<file path="src/rtl/ring_counter_n.sv">
// Parametrised shift-register counter: one-hot ring, Johnson or hold, either direction,
// with parallel load, a step index, a wrap pulse and recovery from illegal states.
module ring_counter_n #(
    parameter int unsigned       WIDTH     = 8,
    parameter logic [WIDTH-1:0]  RESET_VAL = {{(WIDTH-1){1'b0}}, 1'b1},
    localparam int unsigned      IDXW      = $clog2(2*WIDTH)
) (
    input  logic             clk,
    input  logic             reset,
    input  logic             en,
    input  logic             dir,
    input  logic [1:0]       mode,
    input  logic             load,
    input  logic [WIDTH-1:0] load_val,
    output logic [WIDTH-1:0] count,
    output logic [IDXW-1:0]  index,
    output logic             wrap,
    output logic             err
);

    // Last index of each sequence; the period itself may not fit in IDXW bits.
    localparam logic [IDXW-1:0] RING_LAST = IDXW'(WIDTH - 1);
    localparam logic [IDXW-1:0] JOHN_LAST = IDXW'(2*WIDTH - 1);

    logic [WIDTH-1:0] count_q, count_d;
    logic [IDXW-1:0]  index_q, index_d;
    logic             wrap_q, wrap_d;
    logic             err_q, err_d;

    logic             is_ring;
    logic             step_en;
    logic             ring_ok;
    logic             john_ok;
    logic             legal;
    logic [WIDTH-2:0] adj_diff;
    logic [WIDTH-1:0] shifted;
    logic [IDXW-1:0]  last_idx;
    logic [IDXW-1:0]  idx_next;
    logic             wrap_step;

    assign is_ring = (mode == 2'b00);
    assign step_en = en && !mode[1];

    always_comb begin
        ring_ok  = (count_q != '0) && ((count_q & (count_q - WIDTH'(1))) == '0);
        // Johnson states have at most one boundary between adjacent bits.
        adj_diff = count_q[WIDTH-1:1] ^ count_q[WIDTH-2:0];
        john_ok  = (adj_diff & (adj_diff - (WIDTH-1)'(1))) == '0;
        legal    = is_ring ? ring_ok : john_ok;
    end

    always_comb begin
        shifted = count_q;
        case ({is_ring, dir})
            2'b10:   shifted = {count_q[WIDTH-2:0], count_q[WIDTH-1]};
            2'b11:   shifted = {count_q[0], count_q[WIDTH-1:1]};
            2'b00:   shifted = {count_q[WIDTH-2:0], ~count_q[WIDTH-1]};
            default: shifted = {~count_q[0], count_q[WIDTH-1:1]};
        endcase
    end

    always_comb begin
        last_idx  = is_ring ? RING_LAST : JOHN_LAST;
        idx_next  = index_q;
        wrap_step = 1'b0;
        if (!dir) begin
            // An index left out of range by a mode switch also rolls over.
            wrap_step = (index_q >= last_idx);
            idx_next  = wrap_step ? '0 : index_q + IDXW'(1);
        end else begin
            wrap_step = (index_q == '0);
            idx_next  = wrap_step ? last_idx : index_q - IDXW'(1);
        end
    end

    always_comb begin
        count_d = count_q;
        index_d = index_q;
        wrap_d  = 1'b0;
        err_d   = 1'b0;
        if (load) begin
            count_d = load_val;
            index_d = '0;
        end else if (step_en) begin
            if (!legal) begin
                count_d = is_ring ? RESET_VAL : '0;
                index_d = '0;
                err_d   = 1'b1;
            end else begin
                count_d = shifted;
                index_d = idx_next;
                wrap_d  = wrap_step;
            end
        end
    end

    always_ff @(posedge clk) begin
        if (reset) begin
            count_q <= RESET_VAL;
            index_q <= '0;
            wrap_q  <= 1'b0;
            err_q   <= 1'b0;
        end else begin
            count_q <= count_d;
            index_q <= index_d;
            wrap_q  <= wrap_d;
            err_q   <= err_d;
        end
    end

    assign count = count_q;
    assign index = index_q;
    assign wrap  = wrap_q;
    assign err   = err_q;

endmodule
</file>
<file path="config.mk">
export PLATFORM = sky130hd
export DESIGN_NAME = ring_counter_n
export DESIGN_NICKNAME = d
export VERILOG_FILES = /design/src/rtl/ring_counter_n.sv
export SDC_FILE = /design/constraint.sdc
export NUM_CORES = 1
export LEC_CHECK = 0
export CAP_MARGIN = 20
export CORE_MARGIN = 2
export CORE_UTILIZATION = 63
export DETAILED_ROUTE_END_ITERATION = 16
export DONT_BUFFER_PORTS = 1
export PLACE_DENSITY = 0.78
export SYNTH_ARGS = -nofsm -noshare
export SYNTH_HDL_FRONTEND = slang
export SYNTH_SLANG_ARGS = --single-unit
export TNS_END_PERCENT = 50
</file>
<file path="constraint.sdc">
create_clock -name clk -period 4 [get_ports clk]
set_clock_uncertainty 0.1 [all_clocks]
set_input_delay 0.4 -clock clk [delete_from_list [all_inputs] [get_ports clk]]
set_output_delay 0.4 -clock clk [all_outputs]
set_load 0.05 [all_outputs]
</file>
# [Yosys cells after proc, flatten, opt, wreduce, memory -nomap -nowiden]
# Cells that the tools add are included.
[totals] regBits=14 input_bits=15
[op_classes] addsub=4 n_lt_le_gt_ge=1 n_eq_ne=2 mux=13 n_bitwise=7 n_reduce_logical=13
[op_table] op="$mux W8" n=3
[op_table] op="$pmux W8 S3" n=1
[op_table] op="$mux W4" n=5
[op_table] op="$and A8 B8 Y8" n=1
[op_table] op="$logic_not A8 Y1" n=1
[op_table] op="$reduce_bool A8 Y1" n=1
[op_table] op="$sub A8 B1 Y8 const B" n=1
[op_table] op="$and A7 B7 Y7" n=1
[op_table] op="$logic_not A7 Y1" n=1
[op_table] op="$sub A7 B1 Y7 const B" n=1
[op_table] op="$xor A7 B7 Y7" n=1
[op_table] op="$add A4 B1 Y4 const B" n=1
[op_table] op="$eq A2 B2 Y1 const B" n=2
[op_table] op="$ge A4 B4 Y1" n=1
[op_table] op="$logic_not A2 Y1" n=2
[op_table] op="$logic_not A4 Y1" n=1
[op_table] op="$mux W1" n=4
[op_table] op="$not A1 Y1" n=4
[op_table] op="$reduce_or A4 Y1" n=1
[op_table] op="$sub A4 B1 Y4 const B" n=1
[op_table] op="$reduce_or A3 Y1" n=1
[op_table] op="$logic_and A1 B1 Y1" n=2
[op_table] op="$reduce_bool A2 Y1" n=1
[op_table] op="$reduce_or A2 Y1" n=1
[op_table] op="$logic_not A1 Y1" n=1

# [Depth between registers and ports, before layout]
# Gate-level depths: netlist of the first run.
[depth] depth_word=8 depth_mapped=9

# [Least setup slack after synthesis of the first run]
# No wires, ideal clock.
[synth_timing] path_kind="reg-to-reg" from="register count_q[5] (netlist: count[5])" to="register count_q[7] (netlist: count[7])" arrival_ps=2265 slack_ps=1559 path_stages_with_launch=10 path_buffers=1 path_cell_list="dfxtp_1 -> inv_1 -> ha_1 -> a21oi_1 -> a21oi_1 -> a2111o_1 -> o22ai_2 -> nand2_2 -> buf_6 -> o22ai_2"
[synth_via] elab_chain_cells=8 elab_cells_between_ends=13 cone_classes="2 x add/sub; 4 x mux; 3 x bitwise; 4 x reduce/logical"
[synth_lines] item="from (decl)" line_no="25" rtl="logic [WIDTH-1:0] count_q, count_d;"
[synth_lines] item="from (signal assigned)" line_no="104" rtl="count_q <= count_d;"
[synth_lines] item="$xor A7 B7 Y7 or $sub A8 B1 Y8 (tied branches)" line_no="47, 45"
[synth_lines] item="$sub A7 B1 Y7 or $and A8 B8 Y8 (tied branches)" line_no="48, 45"
[synth_lines] item="$and A7 B7 Y7 or $logic_not A8 Y1 (tied branches)" line_no="48, 45"
[synth_lines] item="$logic_not A7 Y1 or $logic_and A1 B1 Y1 (tied branches)" line_no="48, 45"
[synth_lines] item="$mux W1 *" line_no="49" rtl="legal = is_ring ? ring_ok : john_ok;"
[synth_lines] item="$mux W8 *" line_no="85" rtl="if (!legal) begin"
[synth_lines] item="$mux W8 *" line_no="84" rtl="end else if (step_en) begin"
[synth_lines] item="$mux W8 *" line_no="81" rtl="if (load) begin"
# Mark *: on every way between the ends. The rest lies on a longest branch, timed or not. The select of a mux whose other input is x is not followed.
# A chain may end at the register's enable or synchronous reset.

# [Final worst setup path of the first run]
# Ends and elaborated chain as after synthesis.

==> results of run 1 <==
worst max-delay path, stage by stage (launching register included):
cell,delay (ns)
dfxtp_1,0.76
inv_1,0.23
ha_1,0.25
a21oi_1,0.15
a21oi_1,0.07
a2111o_1,0.43
o22ai_2,0.26
nand2_2,0.22
o22ai_2,0.20
cells by family (layout without fill, tap and decap cells):
| family | Yosys count | count (layout) |
|---|---|---|
| xor gates and xnor gates | 1 | 1 |
| muxes | 8 | 8 |
| DFF | 14 | 14 |
| buffers and inverters | 19 | 15 |
| AOI/OAI and AO/OA | 47 | 47 |
| and+or+nand+nor | 34 | 34 |
| adders and majority gates | 14 | 14 |
cell usage in the layout (no fill, tap or decap):
cell type / netlist / routed
o21ai_2: 1 / 1
o21ai_0: 5 / 5
and2_1: 1 / 1
nand2b_1: 3 / 3
o21bai_1: 1 / 1
o22ai_2: 4 / 4
a2bb2oi_1: 1 / 1
nor3_1: 3 / 3
nand2_2: 1 / 1
nor2_4: 1 / 1
o2111ai_1: 1 / 1
a211o_1: 2 / 2
o22ai_1: 6 / 6
nor4_1: 2 / 2
a21oi_1: 8 / 8
dfxtp_1: 14 / 14
nand3b_4: 1 / 1
nand3_1: 1 / 1
a2111o_1: 1 / 1
clkbuf_4: 0 / 3
a221oi_1: 1 / 1
o31ai_1: 2 / 2
a22oi_1: 8 / 8
ha_1: 14 / 14
a311oi_1: 1 / 1
mux2i_1: 8 / 8
or2_2: 1 / 1
inv_1: 12 / 12
a31oi_1: 2 / 2
nor2_1: 10 / 10
nand4_1: 1 / 1
xnor2_1: 1 / 1
nor2b_1: 1 / 1
o2bb2ai_2: 1 / 1
a41o_2: 1 / 1
a22o_1: 1 / 1
nand2_1: 8 / 8
routing by layer:
| metal | vias up | GRT usage |
|---|---|---|
| li1 | 503 | - |
| met1 | 465 | 0.3555 |
| met2 | 44 | 0.4247 |
| met3 | 4 | 0.06154 |
| met4 | 0 | 0.1611 |
| met5 | - | 0 |
state kept, by name, indices dropped and copies added, names as in the netlist:
signal,flops
count,8
wrap,1
index,4
err,1
worst min-delay path by stage:
stage                                        to  slack, ns  depth (start not counted)
after detailed placement  count[7]$_SDFFE_PP0P_       0.39                          1
after floorplan           count[0]$_SDFFE_PP1P_       0.45                          2
final                     count[7]$_SDFFE_PP0P_        0.1                          1
after CTS                 count[7]$_SDFFE_PP0P_       0.09                          1
after global routing      count[7]$_SDFFE_PP0P_       0.09                          1
after global placement    count[7]$_SDFFE_PP0P_       0.39                          1
final cells by class:
type                       instances  area share
multi-input combinational        104      0.6787
sequential                        14      0.2375
inverter                          12     0.03818
tap                               25     0.02651
clock buffer                       3     0.01909
where the power goes:
group / internal, W / leakage [nW] / switching, W
sequential: 0.000146 / 0.114 / 0.0000345
clock: 0.0000349 / 0.0138 / 0.0000420
combinational: 0.0000431 / 0.355 / 0.0000457
stage by stage:
step           area (sq um)  utilization
4_1_cts                1180       0.6833
6_report               1180       0.6833
3_5_place_dp           1157       0.6703
5_1_grt                1180       0.6833
3_3_place_gp           1157       0.6703
2_1_floorplan          1160            -
==> impl_metrics.yaml, run 1 <==
sta:
  fmax_ghz: 0.3632
  finalSetupTns_ns: 0
  period_share: 0.6883
  hold_slack_ns: 0.09835
  relSlewSlack: 0.4900
  hold_violations: 0
  worst_slew_pin_slew_ns: 0.7640
  rsz0062_at_grt: "no"
  finalWorstSetupSlack_ns: 1.247
  maxSlewViolCount: 0
  finalCriticalPeriod_ns: 2.753
  setup_violations: 0
clock_network:
  ctsHoldBuffers: 0
  clock_latency_ns: 0.28
  cts_resized: 0
  cts_max_path_buffers: 2
  clk_pin_slew_ns: 0.08
  cts_max_level: 1
  cts_tree: "done"
  cts_setup_buffers: 0
  root_buffer: "clkbuf_4"
  cts_buffers: 3
  clock-sinks: 14
critical_path:
  rrSetupSlack_ns: 1.25
  start_kind: "register"
  critical_path_class: "reg -> reg"
  crit_path_start: "count[5]$_SDFFE_PP0P_"
  cp-endpoint: "count[7]$_SDFFE_PP0P_"
  crit_fanout: 12
  r2r_end: "count[7]$_SDFFE_PP0P_"
  worstPathRequired_ns: 4.11
  arrival_ns: 2.87
  cp-end-kind: "register"
  r2r-start: "count[5]$_SDFFE_PP0P_"
  r2r_cells: 8
yosys:
  ys_warn_count: 0
  synth_top_area_share: 0.2416
  synth_flop_cell: "dfxtp_1"
  synthTopCellsByCount: "dfxtp_1 (14), ha_1 (14), inv_1 (12), nor2_1 (10)"
  ys_seq_elements: 14
  synth_seq_area_share: 0.2416
  muxShareOfSynthArea: 0.06904
  synthAdderAreaFrac: 0.1510
  syn_nets: 166
  synth_edf_count: 0
  synth_cell_types: 39
  synth_top_area_cell: "dfxtp_1"
  synth_compound_area_frac: 0.3064
  async_reset_ff_frac: 0
  synthTopCellsByArea: "dfxtp_1 (24%), ha_1 (15%), mux2i_1 (6.9%), a22oi_1 (5.2%), o22ai_2 (4.3%)"
  avgSynthCellArea_sq_um: 8.466
  netlist_area_sq_um: 1160
  synth_top_family_by_area: "compound AO/OA/AOI/OAI gates"
  synthCells: 137
  synth_xor_area_frac: 0.007551
  yosys.area_share.simple: 0.1564
route:
  drt_wl_total_um: 2603
  drc: 0
  vias: 1016
  drtIter0Drc: 39
  antenna_left: 0
  routed-wl-met2_um: 1167
  via_per_inst: 6.430
  wl_met3_um: 198
  drt-pass1-iter-count: 4
  met1_length_um: 1185
  dr.max_layer_used: "met4"
  wl_per_cell_um: 16.47
final_layout:
  drive_gt1_frac: 0.1053
  seq_area_sq_um: 280.3
  num_antenna_cells: 0
  fillers: 151
  multiInputGateArea_sq_um: 800.8
  final_nets: 164
  synthToLayoutAreaGrowth_pct: 1.726
  final_cells: 158
die:
  die_w_um: 46.91
  die-area_sq_um: 2200
  coreArea_sq_um: 1727
  rows: 15
  initial_core_util: 0.6717
  die_h_um: 46.91
  io_pins: 29
place:
  dp_hpwl_um: 2043
  io_buffers: 0
  placed_cells: 155
  place.gp.congestion: 0.8983
  place_worst_setup_slack_ns: 1.265
global_route:
  antenna_found_initial: 0
  grt_pass1_wl_um: 4229
  grt_max_degree: 19
  grt_pass1_vias: 964
  grt.total_usage: 0.2771
  grt_overflow: 0
status:
  outcome: "finished, final reports clean"
power:
  ir_drop_uv: 147.0
  p_leak_nw: 0.4832
  p_per_area_nw_per_um2: 293.1
  finalPower_w: 0.0003458
worst_hold_path:
  hold_path_class: "in -> reg"
  hold_path.startpoint: "reset"
job:
  cap_violations: 0
No activity file was read; power rests on OpenSTA's default activity.
==> inputs of run 2 (changes only) <==
Settings changed: CORE_UTILIZATION 63 to 62, PLACE_DENSITY 0.78 to 0.77.
Clock period 4 ns to 2.7 ns, I/O delays scaled along.
==> run 2 against run 1 <==
Against the previous run: non-clock buffer count rose by 11; total power is 67% higher; critical endpoint is now count[3]$_SDFFE_PP0P_; die area up 1.5%; routed wire length up 17%.
==> impl_metrics.yaml, run 2 (same netlist as run 1, synthesis figures left out) <==
sta:
  worst_slew_pin_slew_ns: 0.7899
  period_share: 0.8482
  fmax_ghz: 0.4367
  finalCriticalPeriod_ns: 2.290
  hold_violations: 0
  maxSlewViolCount: 0
  finalSetupTns_ns: 0
  relSlewSlack: 0.4727
  setup_violations: 0
  rsz0062_at_grt: "no"
route:
  drt-pass1-iter-count: 4
  drt_wl_total_um: 3040
  drc: 0
  antenna_left: 0
  vias: 1098
  via_per_inst: 6.459
  wl_per_cell_um: 17.88
  drtIter0Drc: 28
clock_network:
  cts_max_level: 1
  clock_latency_ns: 0.28
  cts_setup_buffers: 0
  root_buffer: "clkbuf_4"
  cts_buffers: 3
  ctsHoldBuffers: 1
  clk_pin_slew_ns: 0.09
  cts_max_path_buffers: 2
  clock-sinks: 14
  cts_tree: "done"
  cts_resized: 0
global_route:
  grt_overflow: 0
  grt.total_usage: 0.3004
  antenna_found_initial: 0
  grt_pass1_wl_um: 4636
  grt_use_met3: 0.01923
  grt_max_degree: 19
  grt.busiest_layer: "met1"
  grt_pass1_vias: 999
  met2_usage: 0.4432
  use_met1: 0.4575
die:
  rows: 15
  die-area_sq_um: 2233
  coreArea_sq_um: 1745
  die_h_um: 47.25
  io_pins: 29
  die_w_um: 47.25
  initial_core_util: 0.6645
job:
  cap_violations: 0
final_layout:
  num_antenna_cells: 0
  fillers: 149
  final_cell_mix: "ha_1 (14), dfxtp_1 (14), inv_1 (12), nor2_1 (10), buf_4 (9)"
  seq_area_sq_um: 280.3
  final_cells: 170
  synthToLayoutAreaGrowth_pct: 10.46
  multiInputGateArea_sq_um: 800.8
  final_nets: 175
  drive_gt1_frac: 0.1655
  largest_reg_flops: 8
place:
  dp_hpwl_um: 2244
  place.gp.congestion: 0.9160
  io_buffers: 0
  placed_cells: 164
critical_path:
  critical_path_class: "reg -> reg"
  cp-end-kind: "register"
  worstPathRequired_ns: 2.80
  crit_fanout: 12
  slowest_delay_ns: 0.38
  rrSetupSlack_ns: 0.41
  start_kind: "register"
  crit_chain: "inv_1, ha_1, nor4_1, a21oi_1, a2bb2oi_1, o22ai_2, nand2_2, o22ai_1"
  arrival_ns: 2.39
  slowest_stage: "dfxtp_1"
power:
  p_leak_nw: 0.5455
  ir_drop_uv: 261.9
  p_per_area_nw_per_um2: 450.5
worst_hold_path:
  hold_path_class: "in -> reg"
status:
  outcome: "finished, final reports clean"
-- run 2: final timing paths --
kind | from | end | cells after the start
worst max register to register | count[1]$_SDFFE_PP0P_ | count[3]$_SDFFE_PP0P_ | 8
worst min-delay path | reset | count[0]$_SDFFE_PP1P_ | 2
worst min register to register | index[3]$_SDFFE_PP0P_ | index[3]$_SDFFE_PP0P_ | 2
worst max-delay path | count[1]$_SDFFE_PP0P_ | count[3]$_SDFFE_PP0P_ | 8
-- run 2: stage by stage --
stage                     power [W]  setup slack, ns  hold slack, ns    util  area (sq um)
after CTS                 0.0005718           0.4357       0.0004863  0.7283          1271
final                     0.0005772           0.4099        0.006427  0.7341          1281
after global routing      0.0006027           0.2463        0.005192  0.7341          1281
after global placement    0.0004102           0.5892          0.2604  0.7018          1225
after floorplan           0.0003848           0.2586          0.3202       -          1160
after detailed placement  0.0004174           0.4915          0.2629  0.7018          1225
-- run 2: cell type report --
type                       instances  share of cell area
timing repair buffer              11             0.06836
tap                               25             0.02441
sequential                        14              0.2187
inverter                          12             0.03516
clock buffer                       4             0.02832
multi-input combinational        104              0.6250
-- run 2: routing by layer --
| metal | part of all wire | vias up |
|---|---|---|
| met4 | 0.0069 | 0 |
| met5 | 0 | - |
| met2 | 0.47 | 47 |
| met3 | 0.054 | 2 |
| li1 | - | 527 |
| met1 | 0.47 | 522 |
-- run 2: power breakdown --
group,internal [W],switching (W),leakage (nW)
Sequential,0.000216,0.0000126,0.114
Combinational,0.0000757,0.000116,0.410
Clock,0.0000821,0.0000751,0.0210
Total,0.000374,0.000204,0.545
-- run 2: worst max-delay path, delay by kind of cell, from the launching register on --
family | cells | cell delay (ns)
flops | 1 | 0.38
simple gates | 2 | 0.59
compound gates | 4 | 0.69
fa+ha+maj | 1 | 0.34
buf+inv | 1 | 0.09
